## src/rtl/uart_tx_arbiter.sv

```systemverilog
// Round-robin arbiter sharing one UART transmitter between NUM_REQ byte sources.
// Optional watchdog on the transmitter handshake: define UART_TX_ARB_TIMEOUT_EN.
module uart_tx_arbiter #(
  parameter int unsigned NUM_REQ     = 4,
  parameter int unsigned TIMEOUT_CYC = 1048576
) (
  input  logic                 clk,
  input  logic                 reset,
  input  logic                 arb_enable,
  input  logic [NUM_REQ-1:0]   req,
  input  logic [8*NUM_REQ-1:0] req_data,
  output logic [NUM_REQ-1:0]   ack,
  output logic [2:0]           grant_id,
  output logic                 arb_busy,
  input  logic                 Tx_BUSY,
  output logic [7:0]           Tx_DATA,
  output logic                 Tx_WR,
  output logic                 Tx_EN
`ifdef UART_TX_ARB_TIMEOUT_EN
  ,
  output logic                 timeout_err
`endif
);

  if (NUM_REQ < 2 || NUM_REQ > 8 || TIMEOUT_CYC < 2) begin : g_param_check
    $error("uart_tx_arbiter: unsupported parameter value");
  end

  typedef enum logic [2:0] {
    StIdle,
    StGrant,
    StWrite,
    StWaitHi,
    StWaitLo
  } state_e;

  state_e     state_q;
  logic [2:0] cand;
  logic [2:0] winner;
  logic [7:0] winner_data;
  logic       timeout_hit;

  // grant_id doubles as the round-robin pointer. Scan from farthest to nearest
  // so the last match is the first requester after the pointer.
  always_comb begin
    cand   = '0;
    winner = grant_id;
    for (int unsigned k = NUM_REQ; k >= 1; k--) begin
      cand = 3'((32'(grant_id) + k) % NUM_REQ);
      if (|(req & (NUM_REQ'(1) << cand))) begin
        winner = cand;
      end
    end
    winner_data = 8'(req_data >> {winner, 3'b000});
  end

  assign arb_busy = (state_q != StIdle);

`ifdef UART_TX_ARB_TIMEOUT_EN
  logic [31:0] cnt_q;
  logic        in_wait;
  logic        wait_exit;

  assign in_wait     = (state_q == StWaitHi) || (state_q == StWaitLo);
  assign wait_exit   = ((state_q == StWaitHi) && Tx_BUSY) || ((state_q == StWaitLo) && !Tx_BUSY);
  assign timeout_hit = in_wait && !wait_exit && (cnt_q == 32'(TIMEOUT_CYC - 1));

  always_ff @(posedge clk or negedge reset) begin
    if (!reset) begin
      cnt_q       <= '0;
      timeout_err <= 1'b0;
    end else begin
      if (in_wait && !wait_exit && !timeout_hit) begin
        cnt_q <= cnt_q + 32'd1;
      end else begin
        cnt_q <= '0;
      end
      if (timeout_hit) begin
        timeout_err <= 1'b1;
      end
    end
  end
`else
  assign timeout_hit = 1'b0;
`endif

  always_ff @(posedge clk or negedge reset) begin
    if (!reset) begin
      state_q  <= StIdle;
      grant_id <= 3'(NUM_REQ - 1);
      ack      <= '0;
      Tx_DATA  <= 8'h00;
      Tx_WR    <= 1'b0;
      Tx_EN    <= 1'b0;
    end else begin
      ack   <= '0;
      Tx_WR <= 1'b0;
      Tx_EN <= arb_enable;
      case (state_q)
        StIdle: begin
          if (arb_enable && |req && !Tx_BUSY) begin
            state_q <= StGrant;
          end
        end
        StGrant: begin
          Tx_DATA  <= winner_data;
          grant_id <= winner;
          Tx_WR    <= 1'b1;
          Tx_EN    <= 1'b1;
          state_q  <= StWrite;
        end
        StWrite: begin
          Tx_EN   <= 1'b1;
          state_q <= StWaitHi;
        end
        StWaitHi: begin
          if (Tx_BUSY) begin
            Tx_EN   <= 1'b1;
            state_q <= StWaitLo;
          end else if (timeout_hit) begin
            state_q <= StIdle;
          end else begin
            Tx_EN <= 1'b1;
          end
        end
        StWaitLo: begin
          if (!Tx_BUSY) begin
            ack     <= NUM_REQ'(1) << grant_id;
            state_q <= StIdle;
          end else if (timeout_hit) begin
            state_q <= StIdle;
          end else begin
            Tx_EN <= 1'b1;
          end
        end
        default: state_q <= StIdle;
      endcase
    end
  end

endmodule

```

## config.mk

```make
export PLATFORM = sky130hd
export DESIGN_NAME = uart_tx_arbiter
export DESIGN_NICKNAME = d
export VERILOG_FILES = /design/src/rtl/uart_tx_arbiter.sv
export SDC_FILE = /design/constraint.sdc
export NUM_CORES = 1
export LEC_CHECK = 0
export CORE_MARGIN = 3
export CORE_UTILIZATION = 41
export CTS_CLUSTER_DIAMETER = 30
export CTS_CLUSTER_SIZE = 30
export DETAILED_ROUTE_END_ITERATION = 6
export PLACE_DENSITY = 0.92
export SLEW_MARGIN = 10
export SYNTH_ARGS = -nofsm -noshare
export SYNTH_HDL_FRONTEND = slang
export SYNTH_SLANG_ARGS = --single-unit
```

## constraint.sdc

```tcl
create_clock -name clk -period 2.72 [get_ports clk]
set_input_delay 0.408 -clock clk [delete_from_list [all_inputs] [get_ports clk]]
set_output_delay 0.408 -clock clk [all_outputs]
set_load 0.01 [all_outputs]
```

# Word-level counts from Yosys, hierarchy flattened
# Index checks and enable logic that the tools add are counted.
[totals] regBits=20 latchBits=0 mem_bits_rw=0 romBits=0 input_bits=40 output_inout_bits=18 n_memories=0
[op_classes] n_addsub=4 mul=0 n_div=0 order_cmp=0 eq_ne=7 shifts=6 muxes=13 bitwise=4 reduce_logical=12
[ops] op="$shr 32x6->8" count=1
[ops] op="$mux 3" count=7
[ops] op="$reduce_or 4->1" count=5
[ops] op="$and 4x4->4" count=4
[ops] op="$shl 1x2->4 const A" count=4
[ops] op="$pmux 3 s5" count=1
[ops] op="$mux 4" count=2
[ops] op="$eq 3x2->1 const B" count=2
[ops] op="$ne 2x2->1 const B" count=3
[ops] op="$add 2x1->2 const B" count=2
[ops] op="$add 2x2->2 const B" count=2
[ops] op="$shl 1x3->4 const A" count=1
[ops] op="$eq 3x1->1 const B" count=1
[ops] op="$eq 3x3->1 const B" count=1
[ops] op="$logic_not 3->1" count=1
[ops] op="$reduce_and 3->1" count=1
[ops] op="$reduce_bool 3->1" count=1
[ops] op="$reduce_or 3->1" count=1
[ops] op="$logic_and 1x1->1" count=2
[ops] op="$mux 1" count=2
[ops] op="$pmux 1 s2" count=1
[ops] op="$logic_not 1->1" count=1

# Logic depth before layout (Yosys ltp)
[logic_depth] depth_word=9 mapped_depth=9 ltp_nobuf=8

# Least setup slack after synthesis
# OpenSTA, ideal clock, no wires.
[synth_path] kind="register to register" from="register grant_id[0]" to="register Tx_DATA[0]" setup_time_ns=0.138 t_arrival_ns=2.337 required_ns=2.582 slack_ns=0.245 path_stages_with_launch=10 path_buffers=1 cell_sequence="dfstp_2 -> inv_1 -> ha_1 -> a22o_1 -> or2_4 -> a21oi_4 -> xnor2_4 -> buf_6 -> mux2i_1 -> o221ai_1"
[synth_via] elab_chain_cells=9 elab_cells_between_ends=21
[synth_lines] item="from (decl)" line="13" rtl="output logic [2:0] grant_id,"
[synth_lines] item="from (signal assigned)" line="90" rtl="grant_id <= 3'(NUM_REQ - 1);"
[synth_lines] item="from (signal assigned)" line="107" rtl="grant_id <= winner;"
[synth_lines] item="$add 2x1->2" line="49" rtl="cand = 3'((32'(grant_id) + k) % NUM_REQ);"
[synth_lines] item="$shl 1x2->4" line="50" rtl="if (|(req & (NUM_REQ'(1) << cand))) begin"
[synth_lines] item="$and 4x4->4" line="50"
[synth_lines] item="$reduce_or 4->1" line="50"
[synth_lines] item="$mux 3 (3 in a row)" line="50"
[synth_lines] item="$mux 3 *" line="50"
[synth_lines] item="$shr 32x6->8 *" line="54" rtl="winner_data = 8'(req_data >> {winner, 3'b000});"
[synth_lines] item="to (signal assigned)" line="106" rtl="Tx_DATA <= winner_data;"
[synth_lines] item="to (decl)" line="16" rtl="output logic [7:0] Tx_DATA,"
# Mark *: on every way between the ends. The rest lies on a longest branch, timed or not.
# A chain may end at the register's enable or synchronous reset.

# Worst setup path after layout
[layout_path] from="register grant_id[0]" to="register Tx_DATA[1]"
# Same word-level chain as after synthesis.

==> reports/qor.csv <==
metric,value,unit
PortBufs,57,
post-synthesis sequential element count,20,
Final Hold Viols,0,
Top delay family on crit path,flip-flops,
Vias/cell,5.74,
CP Class,flip-flop to flip-flop,
minimum clock period,2570,ps
Worst Path Required,2900,ps
"Arr. time, crit path",2750,ps
initial antenna violation count,0,
Fin Setup TNS,0,ps
Starting Density,43.8,%
crit start category,flip-flop,
Floorplan Core Area,2810,um2
H-tree levels,1,
CTS tree,done,
Nets,218,
cell breakdown of the critical path,"inv_1, ha_1, a22o_1, or2_4, a21oi_4, xnor2_4, buf_12, mux2i_1, o221ai_1",
Inserted Diodes,0,
TritonRoute pass-1 iters,4,
total track usage,19.5,%
most frequent cells in the layout,"57 x clkdlybuf4s50_1, 18 x dfrtp_1, 16 x mux2i_1, 13 x nand2_1, 8 x o221ai_1",
CP max stage cell,dfstp_2,
GPL Wtd Cong,0.801,
"most common cell after layout, fill and taps aside",clkdlybuf4s50_1,
worst hold slack,509,ps
Worst path max stage delay,650,ps
Die H,60.7,um
Clock Skews,6.89,ps
worst path bufs/invs,2,
largest net degree at the start of global routing,21,
status,completed,
Sw Share,41.2,%
Placed Instances,198,
Pint,1.33,mW
DR DRC count,0,
sequential share of power,24.4,%
Inserted Clock Buffers,3,
CTS root buf,clkbuf_4,
first-pass GRT wire length,5330,um
YS warnings,0,
Iteration-0 DRC Markers,38,
Place WS,10.2,ps
Max Cap Viol,0,
worst-margin pin slew,889,ps
post-route insts no fill,203,
IO Pins,58,
Mapped Avg Cell Area,10.5,um2
Worst VDD drop,0.000620,V
share of layout cells above drive strength 1,9.88,%
Clock Sinks,20,
grt total ovfl,0,
headroom to the max-slew limit,40.5,%
Fillers,202,
Synth Instances,117,
CTS Buffer Depth,2,
NetSw,932,uW
leakage,0.820,nW
syn nets,162,
hold crit path type,flip-flop to flip-flop,
power per standard cell area,1200,nW/um2
Area growth syn-to-layout,53.6,%
# setup viols final,0,
post-synthesis sequential area ratio,40.9,%
final slew viol count,0,
area of the mapped netlist,1230,um2
RSZ-0062 raised after global routing,false,
Clk pwr share,7.9,%
DRT antenna net count,0,
"critical path fanouts, max",16,
Combinational Power Share,67.8,%
distinct cell type count after synthesis,39,
vias in the first global route,1172,
final period utilization,94.7,%
Rows,19,
DRT Wirelength,3440,um
die area,3690,um2
fmax,388,MHz
Final HPWL DP,2660,um
Die W,60.7,um
Crit. End Element,flip-flop,
clk_lat worst skew,310,ps
wire per inst,17.0,um
"Reg clk slew, reported paths",120,ps
via count,1166,
Final WS setup,145,ps
==> cell families after synthesis <==
group	Yosys count	synth area share, %
muxes	16	13.0
DFF	20	40.9
and+or+nand+nor	35	15.3
AOI/OAI and AO/OA	27	18.2
adders and majority gates	5	5.09
xor gates and xnor gates	2	2.95
buffers and inverters	12	4.48
==> path summary, 6_finish.rpt <==
| path | slack (ps) | cells past startpoint | end | startpoint |
|---|---|---|---|---|
| worst max-delay path | 150 | 9 | Tx_DATA[1] | grant_id[0] |
| worst min-delay path | 510 | 2 | Tx_DATA[5] | Tx_DATA[5] |
| worst max register to register | 150 | 9 | Tx_DATA[1] | grant_id[0] |
| worst min register to register | 510 | 2 | Tx_DATA[5] | Tx_DATA[5] |
| max in group asynchronous | 1590 | 1 | Tx_DATA[1] | reset |
| min in group asynchronous | 580 | 1 | state_q[1] | reset |
==> worst min-delay path, stage by stage, from the launching register on <==
cell and delay [ps]:
dfrtp_1 370, nand2_1 50, o221ai_1 60
==> repair_timing <==
item	in CTS	in global routing
setup endpoints to repair	8	8
pin swaps	1	0
hold buffers	0	0
resized for setup	0	7
buffers inserted	1	0
==> flip-flops by register name (all words and copies together), names as in the netlist <==
name      flops
Tx_WR         1
state_q       3
Tx_EN         1
grant_id      3
Tx_DATA       8
ack           4
==> per-layer routing <==
metal | GRT usage, % | up-vias | part of all wire, % | routed length, um
met5 | 0 | - | 0 | 0
met4 | 9.29 | 0 | 2.4 | 82
met3 | 3.19 | 9 | 7.8 | 270
met2 | 34.7 | 60 | 50 | 1720
met1 | 22.7 | 547 | 40 | 1370
li1 | - | 550 | - | -
==> stage by stage <==
step | power (mW) | utilization, % | cell area (um2)
after global routing | 2.42 | 67.3 | 1890
after global placement | 1.85 | 64.2 | 1800
after detailed placement | 1.93 | 64.2 | 1800
after CTS | 2.19 | 66.2 | 1860
after floorplan | 1.54 | - | 1230
final | 2.26 | 67.3 | 1890
==> power groups by stage <==
stage	logic, mW	clock network [mW]	registers, mW
floorplan	0.988	0	0.548
global placement	1.31	0	0.543
detailed placement	1.37	0	0.555
CTS	1.46	0.177	0.549
global route	1.66	0.192	0.572
finish	1.53	0.177	0.551
==> cell type report <==
type	instances	area [um2]	area share (%)
multi-input combinational	85	699	37.1
timing repair buffer	58	591	31.3
sequential	20	503	26.7
tap	31	38.8	2.06
clock buffer	4	36.3	1.92
inverter	5	18.8	0.995
==> synth_stat cells <==
library cell   n  area [um2]
o311ai_0       1        8.76
a21boi_0       1        7.51
o211ai_1       1        7.51
or4_1          1        7.51
buf_2          1        5.00
clkbuf_1       4        15.0
and2_1         3        18.8
a22oi_1        4        30.0
o32ai_1        1        8.76
and3_1         5        31.3
xnor2_1        1        8.76
dfstp_2        2        52.6
a222oi_1       1        10.0
a31oi_1        2        12.5
xnor2_4        1        27.5
a21oi_1        1        5.00
o21ai_0        1        5.00
or3b_1         1        8.76
a311oi_1       1        8.76
or3b_2         1        8.76
a22o_1         2        17.5
or3_1          1        6.26
buf_6          1        11.3
a21oi_4        1        16.3
ha_1           5        62.6
inv_1          5        18.8
nor4_1         1        6.26
nor2_1         3        11.3
nand2_1       14        52.6
or2_4          1        8.76
clkbuf_2       1        5.00
nor2b_1        1        6.26
a32oi_1        1        8.76
mux2i_1       16         160
nand3b_1       2        15.0
o21bai_1       1        7.51
o221ai_1       8        70.1
nand2b_1       1        6.26
dfrtp_1       18         450
No activity file was read; power rests on OpenSTA's default activity.
